[config.mk]
export PLATFORM = sky130hd
export DESIGN_NAME = mem_bank_cfg_ctrl
export DESIGN_NICKNAME = d
export VERILOG_FILES = /design/src/rtl/mem_bank_cfg_pkg.sv /design/src/rtl/mem_bank_wl_decoder.sv /design/src/rtl/mem_bank_cfg_ctrl.sv
export SDC_FILE = /design/constraint.sdc
export NUM_CORES = 1
export LEC_CHECK = 0
export CORE_MARGIN = 1.5
export CORE_UTILIZATION = 47
export CTS_CLUSTER_DIAMETER = 30
export CTS_CLUSTER_SIZE = 28
export DETAILED_ROUTE_END_ITERATION = 7
export PLACE_DENSITY = 0.83
export SYNTH_ARGS = -nofsm -noshare
export SYNTH_HDL_FRONTEND = slang
export SYNTH_HIERARCHICAL = 1
export SYNTH_SLANG_ARGS = --single-unit
export TNS_END_PERCENT = 30
[constraint.sdc]
create_clock -name prog_clk -period 1.7 [get_ports prog_clk]
set_input_delay 0.17 -clock prog_clk [delete_from_list [all_inputs] [get_ports prog_clk]]
set_output_delay 0.17 -clock prog_clk [all_outputs]
set_load 0.005 [all_outputs]
[src/rtl/mem_bank_cfg_pkg.sv]
// Shared types and helpers for the memory-bank configuration sequencer.
// Holds the sequencer state encoding and the phase-counter width calculation.
package mem_bank_cfg_pkg;

    typedef enum logic [1:0] {
        IDLE  = 2'd0,
        SETUP = 2'd1,
        PULSE = 2'd2,
        HOLD  = 2'd3
    } state_t;

    // Smallest width that can hold max(s, p, h).
    function automatic int cnt_width(input int s, input int p, input int h);
        int m;
        int w;
        m = (s > p) ? s : p;
        m = (m > h) ? m : h;
        w = 1;
        while ((1 << w) < (m + 1)) w++;
        return w;
    endfunction

endpackage

[src/rtl/mem_bank_wl_decoder.sv]
// Registered binary-to-one-hot word-line decoder with enable.
// The output register guarantees wl never glitches from input changes.
module mem_bank_wl_decoder #(
    parameter int NUM_WL = 4,
    parameter int ADDR_W = 2
) (
    input  logic              prog_clk,
    input  logic              prog_reset_n,
    input  logic              en,
    input  logic [ADDR_W-1:0] addr,
    output logic [NUM_WL-1:0] wl
);

    logic [NUM_WL-1:0] onehot;

    always_comb begin
        onehot = '0;
        for (int i = 0; i < NUM_WL; i++) begin
            onehot[i] = en && (addr == ADDR_W'(i));
        end
    end

    always_ff @(posedge prog_clk or negedge prog_reset_n) begin
        if (!prog_reset_n) begin
            wl <= '0;
        end else begin
            wl <= onehot;
        end
    end

endmodule

[src/rtl/mem_bank_cfg_ctrl.sv]
// Programs bank configuration cells through shared bl/wl nets, one frame per row:
// drive bl, pulse one word line, release, with programmable setup/pulse/hold timing.
module mem_bank_cfg_ctrl
    import mem_bank_cfg_pkg::*;
#(
    parameter int NUM_BL    = 4,
    parameter int NUM_WL    = 4,
    parameter int ADDR_W    = $clog2(NUM_WL),
    parameter int SETUP_CYC = 1,
    parameter int PULSE_CYC = 2,
    parameter int HOLD_CYC  = 1
) (
    input  logic              prog_clk,
    input  logic              prog_reset_n,
    input  logic              cfg_valid,
    output logic              cfg_ready,
    input  logic [ADDR_W-1:0] cfg_wl_addr,
    input  logic [NUM_BL-1:0] cfg_bl_data,
    input  logic              cfg_last,
    input  logic              abort,
    output logic [NUM_BL-1:0] bl,
    output logic [NUM_WL-1:0] wl,
    output logic              busy,
    output logic              done,
    output logic              err
);

    localparam int                CNT_W     = cnt_width(SETUP_CYC, PULSE_CYC, HOLD_CYC);
    localparam logic [CNT_W-1:0]  SETUP_END = CNT_W'(SETUP_CYC - 1);
    localparam logic [CNT_W-1:0]  PULSE_END = CNT_W'(PULSE_CYC - 1);
    localparam logic [CNT_W-1:0]  HOLD_END  = CNT_W'(HOLD_CYC - 1);
    localparam logic [ADDR_W:0]   WL_LIMIT  = (ADDR_W + 1)'(NUM_WL);

    state_t            state, next_state;
    logic [CNT_W-1:0]  cnt;
    logic [ADDR_W-1:0] addr_q;
    logic [NUM_BL-1:0] data_q, bl_next;
    logic              last_q, ready_q;
    logic              hs, addr_ok, phase_end, done_next, wl_en;

    // abort in IDLE withdraws ready in the same cycle so the loader never sees a false accept.
    assign cfg_ready = ready_q & ~abort;
    assign hs        = cfg_valid & cfg_ready;
    assign addr_ok   = {1'b0, cfg_wl_addr} < WL_LIMIT;
    assign wl_en     = (next_state == PULSE);

    always_comb begin
        next_state = state;
        phase_end  = 1'b0;
        done_next  = 1'b0;
        bl_next    = '0;
        case (state)
            IDLE: begin
                if (hs && addr_ok) next_state = SETUP;
            end
            SETUP: begin
                phase_end = (cnt == SETUP_END);
                if (abort)          next_state = IDLE;
                else if (phase_end) next_state = PULSE;
            end
            PULSE: begin
                phase_end = (cnt == PULSE_END);
                if (abort)          next_state = IDLE;
                else if (phase_end) next_state = HOLD;
            end
            HOLD: begin
                phase_end = (cnt == HOLD_END);
                if (abort || phase_end) next_state = IDLE;
            end
            default: next_state = IDLE;
        endcase

        done_next = (state == HOLD && phase_end && !abort && last_q) ||
                    (hs && !addr_ok && cfg_last);

        if (next_state == IDLE)  bl_next = '0;
        else if (state == IDLE)  bl_next = cfg_bl_data;
        else                     bl_next = data_q;
    end

    always_ff @(posedge prog_clk or negedge prog_reset_n) begin
        if (!prog_reset_n) begin
            state   <= IDLE;
            cnt     <= '0;
            addr_q  <= '0;
            data_q  <= '0;
            last_q  <= 1'b0;
            ready_q <= 1'b0;
            busy    <= 1'b0;
            done    <= 1'b0;
            err     <= 1'b0;
            bl      <= '0;
        end else begin
            state   <= next_state;
            cnt     <= (next_state != state || state == IDLE) ? '0 : cnt + CNT_W'(1);
            if (hs) begin
                addr_q <= cfg_wl_addr;
                data_q <= cfg_bl_data;
                last_q <= cfg_last;
            end
            ready_q <= (next_state == IDLE);
            busy    <= (next_state != IDLE);
            done    <= done_next;
            bl      <= bl_next;
            if (hs && !addr_ok) err <= 1'b1;
        end
    end

    mem_bank_wl_decoder #(
        .NUM_WL (NUM_WL),
        .ADDR_W (ADDR_W)
    ) u_wl_dec (
        .prog_clk     (prog_clk),
        .prog_reset_n (prog_reset_n),
        .en           (wl_en),
        .addr         (addr_q),
        .wl           (wl)
    );

endmodule

Word level (Yosys, flattened, before mapping) --
Index checks and enable logic that the tools add are counted.
Storage, ports and cells: word-level logic and storage cells 50, register bits 22, output and inout bits 12
Cells by class: bitwise gates (word level) 3, add/subtract/negate cells 1, mux-type cells 11, equality and inequality tests 9, reduce and logical (&&, ||, !) cells 16
Operators by type and width (count):
- $mux W2 | 7
- $eq A2 B2 Y1 const B | 5
- $logic_not A2 Y1 | 4
- $mux W4 | 2
- $pmux W2 S4 | 1
- $logic_and A1 B1 Y1 | 7
- $eq A2 B1 Y1 const B | 3
- $add A2 B1 Y2 const B | 1
- $and A1 B1 Y1 | 2
- $logic_or A1 B1 Y1 | 2
- $ne A2 B2 Y1 | 1
- $pmux W1 S2 | 1
- $reduce_bool A2 Y1 | 1
- $reduce_or A2 Y1 | 1
- $logic_not A1 Y1 | 1
- $not A1 Y1 | 1

Longest topological paths before layout --
word-level depth 8, mapped depth 6, gate-level depth less buffers 6

Modules after synthesis --
The synthesis kept the hierarchy.
By module, submodules not included:
- mem_bank_cfg_ctrl | area an instance 783.3 um^2, cells an instance 60, seq. area each 450.4 um^2, times used 1
- mem_bank_wl_decoder | area an instance 137.6 um^2, cells an instance 8, seq. area each 100.1 um^2, times used 1

Least setup slack after synthesis --
No wires, ideal clock.
kind flip-flop to flip-flop, start point register cnt[0], end point register u_wl_dec.wl[3], arrival time 1.268 ns, cell stages (with the launch flop) 7, setup slack 0.367 ns, data required time 1.635 ns, setup time 0.065 ns, path through dfrtp_1 inv_1 ha_1 nand2_1 or2_1 a21oi_1 and3_2
On the way: cells in the longest elaborated chain, start to end 6, elaborated cells on any way between the ends 11, classes of those cells 2 x eq/ne; 6 x mux; 3 x reduce/logical
Ends and longest elaborated chain:
- from (decl) | line mem_bank_cfg_ctrl.sv:35 | logic [CNT_W-1:0] cnt;
- from (signal assigned) | line mem_bank_cfg_ctrl.sv:95 | cnt <= (next_state != state || state == IDLE) ? '0 : cnt + CNT_W'(1);
- $eq A2 B1 Y1 / $logic_not A2 Y1 (equally long branches) | line mem_bank_cfg_ctrl.sv:62, mem_bank_cfg_ctrl.sv:57, mem_bank_cfg_ctrl.sv:67
- $mux W2, or another cell as far along | line mem_bank_cfg_ctrl.sv:64 | else if (phase_end) next_state = HOLD;
- $mux W2 (on tied branches) | line mem_bank_cfg_ctrl.sv:63, mem_bank_cfg_ctrl.sv:58, mem_bank_cfg_ctrl.sv:68
- $pmux W2 S4 * | line mem_bank_cfg_ctrl.sv:52 | case (state)
- $eq A2 B2 Y1 * | line mem_bank_cfg_ctrl.sv:45 | assign wl_en = (next_state == PULSE);
- named net wl_en | line mem_bank_cfg_ctrl.sv:39 | logic hs, addr_ok, phase_end, done_next, wl_en;
- $logic_and A1 B1 Y1 * | line mem_bank_wl_decoder.sv:19 | onehot[i] = en && (addr == ADDR_W'(i));
- named net u_wl_dec.onehot[3] | line mem_bank_wl_decoder.sv:14 | logic [NUM_WL-1:0] onehot;
- to (signal assigned) | line mem_bank_wl_decoder.sv:27 | wl <= onehot;
- to (decl) | line mem_bank_wl_decoder.sv:11 | output logic [NUM_WL-1:0] wl
The timed path passes the listed nets; every way through them passes the cells marked *. A chain may end at the register's enable or synchronous reset.

Final worst setup path --
start point register cnt[0], end point register u_wl_dec.wl[0]
Same word-level chain as after synthesis.

==> summary.txt <==
STA
  • Setup violations, final: 0
  • Final Slew Violations: 0
  • Worst Slack Setup Final: around 0.14 ns
  • Fmax: 640.8 MHz
  • Setup TNS: 0 ns
  • Crit share post-route: 0.9180
  • Setup Skew: about 0.0033 ns
  • Final hold vios: 0
  • Post-layout min period: about 1.6 ns
  • Unrepaired setup endpoints after global routing: false
  • WHS: between 0.15 and 0.2 ns

Global routing
  • Pin count of the biggest net entering global routing: 23
  • Vias in the first global route: approximately 580
  • GR Overflow Total: 0
  • First-pass GRT wire length: roughly 2500 um
  • Antenna violations before repair: 0
  • Overall routing resource usage: 0.1736

Die
  • Row count: 15
  • I/O pin cnt: 23
  • Core box area: between 1500 and 2000 um^2
  • Initial cell density of the core: 0.5165
  • Die width: 47.27 um
  • Die area: between 2000 and 2500 um^2
  • Die Height: 47.27 um

Power
  • Leak: between 0.5 and 0.6 nW
  • Worst VDD drop: between 0.8 and 0.9 mV
  • Pwr per Cell Area: 1052 nW/um^2

Clocking
  • Clk Latency, worst-skew pair: 0.30 ns
  • Clk slew on worst S/H paths: 0.12 ns
  • Max H-tree Level: 1
  • Clk buf depth: 2
  • Inserted Clock Buffers: 3
  • TritonCTS clock tree: done
  • Setup bufs post-CTS: 0
  • Clock sinks: 22
  • CTS hold repair buffers: 0
  • Clock Tree Root: clkbuf_4
  • # resized after CTS: 0

Routing
  • Routed WL per cell: about 14 um
  • DR vias/cell: 5.051
  • Via count: just under 600
  • Drc violations: 0
  • Routed Antenna Nets: 0
  • Pre-Repair DR Iteration Count: 4
  • Iter 0 DRT Violations: 1
  • Final wirelength: 1646 um

Critical path
  • Delay-heaviest family, CP: simple AND/OR/NAND/NOR gates
  • Crit-path cells: inv_1 > ha_1 > nand2_1 > or2_1 > a21oi_1 > nor3b_2
  • Crit start category: flip-flop
  • Critical Path Source: cnt[0]
  • Worst Setup End Kind: flip-flop
  • Setup CP Type: reg -> reg
  • Reg2reg setup slack: 0.14 ns
  • Critical R2R Launch: cnt[0]
  • WP buf/inv: 1
  • Worst Path Max Fanout: 4
  • Worst Path Required: around 1.9 ns
  • Largest stage delay, worst path: between 0.4 and 0.5 ns
  • Critical Path AT: about 1.8 ns
  • Crit-path slowest cell: dfrtp_1

Synthesis
  • Largest cells by area after synthesis: dfrtp_1, mux2_2, a22o_2
  • Sequential fraction of the synthesis area: 0.5978
  • Avg Inst Size Synth: between 10 and 15 um^2
  • Yosys reg bits: 22
  • Cell taking the most area after synthesis: dfrtp_1
  • Yosys warns: 6
  • Synthesized Nets: 81
  • Synthesized area: 920.9 um^2
  • Unique masters post-synth: 27
  • Mapped Cells: 68
  • Share of the synthesized area in the top cell type: 0.5978

Min path
  • Hold Path Class: in -> async

Placement
  • Port bufs: 21
  • Pre-CTS setup slack: 0.1707 ns
  • Placed instance area: 1154 um^2
  • DP Wirelength: 1260 um
  • Routability Congestion: around 0.82

Run
  • Max_cap viols: 0

Finish
  • Seq. cell area: ~550 um^2
  • Fillers: 139
  • Layout cell share with drive strength beyond 1: 0.2391
  • Final net count: roughly 110
  • Fin area: roughly 1200 um^2
  • Multi-input gate area: 335.3 um^2
  • Antenna diode count: 0
  • Area delta synth->final: 30.98%

Outcome
  • Status: completed
[metal layers]
metal | routed length, um | vias to the layer above | global-route usage | share of wire
met5 | 0 | - | 0 | 0
met4 | 15 | 0 | 0.08333 | 0.0091
met3 | 64 | 2 | 0.03462 | 0.039
met2 | 905 | 14 | 0.3135 | 0.55
met1 | 661 | 291 | 0.1921 | 0.40
li1 | - | 284 | - | -
[final timing paths]
| kind | endpoint | depth (start not counted) |
|---|---|---|
| setup / recovery | u_wl_dec/wl[0] | 6 |
| hold / removal | cnt[0] | 2 |
| setup reg to reg | u_wl_dec/wl[0] | 6 |
| hold reg to reg | cnt[0] | 1 |
| max in group asynchronous | state[0] | 2 |
| min in group prog_clk | addr_q[1] | 2 |
[state kept, by name, summed over array words and instances, names as in the netlist]
name and cells:
ready_q 1, bl 4, busy 1, u_wl_dec/wl 4, cnt 2, done 1
last_q 1, data_q 4, state 2, addr_q 2
[stage by stage]
step | power (W) | utilization | std cells
after floorplan | 0.0007743 | - | 68
after detailed placement | 0.0008923 | 0.6470 | 113
after global placement | 0.0008741 | 0.6470 | 113
after global routing | 0.001335 | 0.6765 | 117
after CTS | 0.001285 | 0.6765 | 117
final | 0.001268 | 0.6765 | 117
[cell usage in the layout (no fill, tap or decap), types with 2 or more instances in the layout]
cell | Yosys | layout
nand2_1 | 4 | 4
mux2_2 | 7 | 7
nor3_1 | 2 | 2
and3b_1 | 2 | 2
nor2_1 | 2 | 2
clkbuf_4 | 0 | 3
dfrtp_1 | 22 | 22
buf_4 | 1 | 2
inv_1 | 3 | 3
o21bai_1 | 2 | 2
clkdlybuf4s50_1 | 0 | 21
ha_1 | 2 | 2
a22o_2 | 3 | 3
a21oi_1 | 3 | 3
[power by group]
| group | switching [W] | total (W) | internal (W) |
|---|---|---|---|
| Sequential | 0.0000574 | 0.000655 | 0.000597 |
| Combinational | 0.0000806 | 0.000221 | 0.000140 |
| Clock | 0.000155 | 0.000393 | 0.000238 |
[final cells by class]
cell class / instances / share of cell area
flip-flops and latches: 22 / 0.4564
multi-input cells: 40 / 0.2780
repair buffers: 23 / 0.1867
well taps: 25 / 0.02593
clock inverters: 1 / 0.02490
clock buffers: 3 / 0.01867
inverters: 3 / 0.009336
[cells by family after synthesis]
| logic type | count (synthesis) | share of synthesized area |
|---|---|---|
| adders and majority gates | 2 | 0.02717 |
| buffers and inverters | 6 | 0.03804 |
| other | 1 | 0.004072 |
| AOI/OAI and AO/OA | 11 | 0.09510 |
| and+or+nand+nor | 19 | 0.1522 |
| muxes | 7 | 0.08560 |
| DFF | 22 | 0.5978 |
[worst reg2reg max path, stage by stage, from the launching register on]
cell and delay [ns]:
dfrtp_1 0.42, inv_1 0.07, ha_1 0.22, nand2_1 0.11
or2_1 0.25, a21oi_1 0.23, nor3b_2 0.20
[cell usage after synthesis]
cell type,n
a21oi_1,3
a22o_1,1
a22o_2,3
a31oi_1,1
a31oi_2,1
and2b_1,1
and3_2,1
and3b_1,2
buf_2,1
buf_4,1
buf_6,1
conb_1,1
dfrtp_1,22
ha_1,2
inv_1,3
mux2_2,7
nand2_1,4
nand3b_4,1
nor2_1,2
nor2b_1,1
nor3_1,2
nor3_4,1
nor3b_1,1
nor3b_2,1
o21bai_1,2
or2_1,1
or2_2,1
(Power assumes the default switching activity.)
